File: src/rtl/instruction_memory_loader_pkg.sv
// Shared definitions for the boot-time instruction memory loader.
// State encoding and memory geometry used by the loader and its assembler.
package imem_pkg;

   typedef enum logic [2:0] {
      IDLE   = 3'd0,
      LEN_LO = 3'd1,
      LEN_HI = 3'd2,
      DATA   = 3'd3,
      CHECK  = 3'd4,
      DONE   = 3'd5,
      ERR    = 3'd6
   } state_t;

   localparam int WORD_BYTES = 4;
   localparam int MEM_BYTES  = 256;

endpackage

File: src/rtl/instruction_memory_loader_byte_word_assembler.sv
// Packs an accepted byte stream little-endian into 32-bit words.
// The word output register only changes when a word completes, so it holds between writes.
module byte_word_assembler (
   input  logic        clk,
   input  logic        reset,
   input  logic        clear,
   input  logic        in_valid,
   input  logic [7:0]  in_data,
   output logic        last,
   output logic [31:0] word,
   output logic        word_valid
);

   logic [1:0]  byte_idx;
   logic [23:0] partial;

   assign last = (byte_idx == 2'd3);

   always_ff @(posedge clk) begin
      if (reset) begin
         byte_idx   <= 2'd0;
         partial    <= 24'd0;
         word       <= 32'd0;
         word_valid <= 1'b0;
      end else begin
         word_valid <= 1'b0;
         if (clear) begin
            byte_idx <= 2'd0;
         end else if (in_valid) begin
            byte_idx <= byte_idx + 2'd1;
            case (byte_idx)
               2'd0:    partial[7:0]   <= in_data;
               2'd1:    partial[15:8]  <= in_data;
               2'd2:    partial[23:16] <= in_data;
               default: begin
                  word       <= {in_data, partial};
                  word_valid <= 1'b1;
               end
            endcase
         end
      end
   end

endmodule

File: src/rtl/instruction_memory_loader.sv
// Boot loader: length header, little-endian words, XOR checksum trailer.
// Issues one-cycle word writes one cycle after each word's final byte.
module instruction_memory_loader
   import imem_pkg::*;
#(
   parameter int MAX_WORDS = MEM_BYTES / WORD_BYTES,
   parameter int ADDR_W    = 64
) (
   input  logic              clk,
   input  logic              reset,
   input  logic              start,
   input  logic [ADDR_W-1:0] base_addr,
   input  logic              rx_valid,
   output logic              rx_ready,
   input  logic [7:0]        rx_data,
   output logic              mem_we,
   output logic [ADDR_W-1:0] mem_addr,
   output logic [31:0]       mem_wdata,
   output logic              busy,
   output logic              done,
   output logic              error
);

   state_t            state, state_nx;
   logic [ADDR_W-1:0] base;
   logic [15:0]       count;
   logic [15:0]       word_idx;
   logic [7:0]        csum;
   logic [15:0]       len_full;
   logic              accept;
   logic              start_ok;
   logic              byte_last;
   logic              data_in;

   always_comb begin
      rx_ready = 1'b0;
      if (state == LEN_LO || state == LEN_HI || state == DATA || state == CHECK)
         rx_ready = 1'b1;
   end

   assign accept   = rx_valid && rx_ready;
   assign start_ok = start && (state == IDLE || state == DONE || state == ERR);
   assign len_full = {rx_data, count[7:0]};
   assign data_in  = accept && (state == DATA);

   always_comb begin
      state_nx = state;
      case (state)
         IDLE, DONE, ERR: if (start) state_nx = LEN_LO;
         LEN_LO:          if (accept) state_nx = LEN_HI;
         LEN_HI: begin
            if (accept) begin
               if (len_full > 16'(MAX_WORDS)) state_nx = ERR;
               else if (len_full == 16'd0)    state_nx = CHECK;
               else                           state_nx = DATA;
            end
         end
         DATA: if (data_in && byte_last && (word_idx == count - 16'd1)) state_nx = CHECK;
         CHECK: if (accept) state_nx = (rx_data == csum) ? DONE : ERR;
         default: state_nx = IDLE;
      endcase
   end

   always_ff @(posedge clk) begin
      if (reset) begin
         state    <= IDLE;
         base     <= '0;
         count    <= 16'd0;
         word_idx <= 16'd0;
         csum     <= 8'd0;
         mem_addr <= '0;
         busy     <= 1'b0;
         done     <= 1'b0;
         error    <= 1'b0;
      end else begin
         state <= state_nx;
         busy  <= (state_nx == LEN_LO || state_nx == LEN_HI ||
                   state_nx == DATA   || state_nx == CHECK);
         done  <= (state_nx == DONE);
         error <= (state_nx == ERR);
         // start and byte acceptance never coincide: rx_ready is low wherever start is honoured
         if (start_ok) begin
            base     <= base_addr;
            count    <= 16'd0;
            word_idx <= 16'd0;
            csum     <= 8'd0;
         end
         if (accept && state != CHECK) csum <= csum ^ rx_data;
         if (accept && state == LEN_LO) count[7:0]  <= rx_data;
         if (accept && state == LEN_HI) count[15:8] <= rx_data;
         if (data_in && byte_last) begin
            mem_addr <= base + ADDR_W'(word_idx) * ADDR_W'(WORD_BYTES);
            word_idx <= word_idx + 16'd1;
         end
      end
   end

   byte_word_assembler u_asm (
      .clk        (clk),
      .reset      (reset),
      .clear      (start_ok),
      .in_valid   (data_in),
      .in_data    (rx_data),
      .last       (byte_last),
      .word       (mem_wdata),
      .word_valid (mem_we)
   );

endmodule

File: config.mk
export PLATFORM = sky130hd
export DESIGN_NAME = instruction_memory_loader
export DESIGN_NICKNAME = d
export VERILOG_FILES = /design/src/rtl/instruction_memory_loader_pkg.sv /design/src/rtl/instruction_memory_loader_byte_word_assembler.sv /design/src/rtl/instruction_memory_loader.sv
export SDC_FILE = /design/constraint.sdc
export NUM_CORES = 1
export LEC_CHECK = 0
export CAP_MARGIN = 15
export CORE_MARGIN = 3
export CORE_UTILIZATION = 50
export CTS_BUF_LIST = sky130_fd_sc_hd__clkbuf_8
export CTS_CLUSTER_SIZE = 20
export DETAILED_ROUTE_END_ITERATION = 16
export GPL_ROUTABILITY_DRIVEN = 0
export PLACE_DENSITY_LB_ADDON = 0.15
export SYNTH_ARGS = -nofsm -noshare
export SYNTH_HDL_FRONTEND = slang
export SYNTH_SLANG_ARGS = --single-unit
File: constraint.sdc
create_clock -name clk -period 2.8 [get_ports clk]
set_input_delay 0.84 -clock clk [delete_from_list [all_inputs] [get_ports clk]]
set_output_delay 0.84 -clock clk [all_outputs]
set_load 0.02 [all_outputs]
==> out/results.ini <==
[cts]
hold_buffers = 0
cts_tree = built
root_buffer = clkbuf_8
clock-sinks = 233
ctsHtreeMaxLevel = 2
clock_latency_ns = 0.55
clock_path_buffers = 3
clkTransAtPathRegs_ns = 0.06
cts_buffers = 39

[global_route]
overflow = 0
antenna_found_initial = 0
grt_first_pass_wirelength_um = 51700
grt_max_degree = 99
track_usage_pct = 26.0
grt_pass1_vias = 10300

[setup_path]
cp_max_fo = 9
start_kind = flop
max_stage_delay_ns = 0.37
cpMaxStageDelayCell = fa_2
critPathKind = flop to flop
worstSetupEndpointType = flop
crit_family = compound AO/OA/AOI/OAI gates
path_cells = ha_1 > inv_1 > fa_2 > nor2b_4 > o21a_1 > o21ai_1 > a21oi_2 > o221ai_2 > buf_12 > a2111oi_2 > buf_4 > mux2i_1 > nor2_1
cp_num_buf_inv = 3
arrival_ns = 3.12
worstPathRequired_ns = 3.22

[floorplanning]
die_h_um = 155
dieArea_um2 = 23900
rows = 53
die_w_um = 155
core_area_um2 = 21400
start_util_pct = 51.8
io_pins = 177

[logic_synthesis]
synth_area_um2 = 11100
synth_cell_types = 59
seq_area_frac_synth_pct = 42.2
ys_ff_latch = 233
ys.warnings.count = 0
synth_cells = 1442
synth_nets = 1542
ys.flop_type = dfxtp_1
async_flop_share_pct = 0
synth_edf_count = 0
avgSynthCellArea_um2 = 7.66

[detailed_routing]
viasPerCell = 5.57
drc = 0
drt_iter0_drc = 666
ant_nets = 0
wl_per_cell_um = 16.3
vias = 10900
dr.pass1.iters = 5
drt_wl_total_um = 31800

[placement]
dp_hpwl_um = 22300
place_inst = 1881
io_buffers = 176

[sta]
finalClockSkew_ns = 0.0186
hold_viol_final = 0
worst_pin_slew_ns = 0.923
setup_violations = 0
slew_headroom_pct = 38.4
rsz0062_at_grt = no
post-route-period-util_pct = 96.4
drv_slew = 0
fmax_mhz = 371
fin_crit_ns = 2.70

[finish]
fin_cells = 1952
layout-drive-gt1-share_pct = 11.2
diodes = 0
area_delta_synth_final_pct = 30.9
final_util_pct = 67.8
finalNetCount = 1748

[run_status]
run_status = completed

[power]
intPower_w = 0.00555
peakVddDrop_mv = 0.411
pwr-share-seq_pct = 46.7
cellLeakagePower_nw = 5.43
clock_power_share_pct = 40.7
p_sw_share_pct = 26.9
p_per_area_nw_per_um2 = 525
p_comb_share_pct = 12.7
p_total_w = 0.00759
p_switching_w = 0.00205

[hold_path]
hp-class = flop to flop

[job]
cap_violations = 0

==> Yosys cell counts (8+ instances only) <==
cell	n	area share (%)
a21oi_1	236	11
nand4_1	21	1.2
a211oi_1	10	0.68
a31oi_1	8	0.45
nand2_1	318	11
xnor2_1	52	4.1
nor2b_1	11	0.62
and3_1	24	1.4
and4_1	8	0.63
dfxtp_1	233	42
o21ai_0	69	3.1
ha_1	23	2.6
xor2_1	28	2.2
nor2_1	66	2.2
nor3_1	23	1.0
clkbuf_1	92	3.1
a21o_1	17	1.2
nand3_1	79	3.6
inv_1	20	0.68
==> repair_timing <==
| action | in CTS | in global routing |
|---|---|---|
| gates resized for setup | 16 | 10 |
| pin swaps | 7 | 4 |
| setup buffers | 1 | 0 |
| setup endpoints to repair | 12 | 21 |
==> tightest hold or removal path, stage by stage (launching register included) <==
cell and delay, ns:
dfxtp_1 0.31, nand2_1 0.05, a21oi_1 0.05
==> layer usage <==
metal / wire [um] / global-route usage, % / share of wire [%]
met1: 14300 / 35.4 / 45
met2: 14800 / 42.4 / 47
met3: 1940 / 4.36 / 6.1
met4: 734 / 7.86 / 2.3
met5: 0 / 0 / 0
==> path summary, 6_finish.rpt <==
path | cells after the start | start | to | slack, ns
hold / removal | 2 | mem_addr[19]$_SDFFE_PP0P_ | mem_addr[19]$_SDFFE_PP0P_ | 0.45
hold reg to reg | 2 | mem_addr[19]$_SDFFE_PP0P_ | mem_addr[19]$_SDFFE_PP0P_ | 0.45
setup reg to reg | 13 | base[2]$_SDFFE_PP0P_ | mem_addr[52]$_SDFFE_PP0P_ | 0.10
setup / recovery | 13 | base[2]$_SDFFE_PP0P_ | mem_addr[52]$_SDFFE_PP0P_ | 0.10
==> layout make-up <==
type                       count  area (um^2)
multi-input combinational   1089         6030
timing repair buffer         265         2540
inverter                      20         75.1
sequential                   233         4670
clock buffer                  53          729
clock inverter                17         87.6
tap                          275          344
fill                        1872         6880
==> cells by family after synthesis <==
family / share of synthesized area, %
AO/OA/AOI/OAI: 19.0
XOR/XNOR: 6.34
adder cells (fa/ha/maj): 2.79
buffers and inverters: 4.14
flip-flops: 42.2
multiplexers: 0.759
AND/OR/NAND/NOR: 24.8
==> sequential cells by signal, indices dropped and copies added, names as in the netlist, 2 cells and up <==
register / count
base: 64
count: 16
csum: 8
mem_addr: 64
state: 3
u_asm.byte_idx: 2
u_asm.partial: 24
u_asm.word: 32
word_idx: 16
==> per-stage QoR <==
step	TNS, ns	setup WS (ns)	hold WS, ns	area [um^2]
after floorplan	-0.0120	-0.0120	0.432	11100
after global placement	-4.39	-0.594	0.439	13600
after detailed placement	-5.80	-0.654	0.444	13600
after CTS	-0.0229	-0.0184	0.452	14400
after global routing	0	0.00508	0.457	14500
final	0	0.101	0.451	14500
==> power by group through the flow <==
stage	registers (W)	logic [W]	clock network, W
6_report	0.00354	0.000961	0.00309
5_1_grt	0.00356	0.00106	0.00330
4_1_cts	0.00354	0.000959	0.00314
3_5_place_dp	0.00361	0.000950	0
3_3_place_gp	0.00361	0.000939	0
2_1_floorplan	0.00359	0.000587	0
==> placed cells by master, fill, tap and decap left out, drive strengths merged, types with 8 or more instances in the layout <==
cell type	synthesis	routed
inv	20	32
xor2	28	28
and4	8	8
dfxtp	233	233
and3	24	24
clkdlybuf4s50	0	173
buf	8	90
xnor2	52	52
nand2	319	319
nor3	24	24
nand4	21	21
nor2	66	66
a21o	17	17
o21ai	69	69
a21oi	236	236
a31oi	8	8
clkbuf	92	53
ha	23	23
a211oi	11	11
nand3	79	79
nor2b	11	11
(Power assumes the default switching activity.)
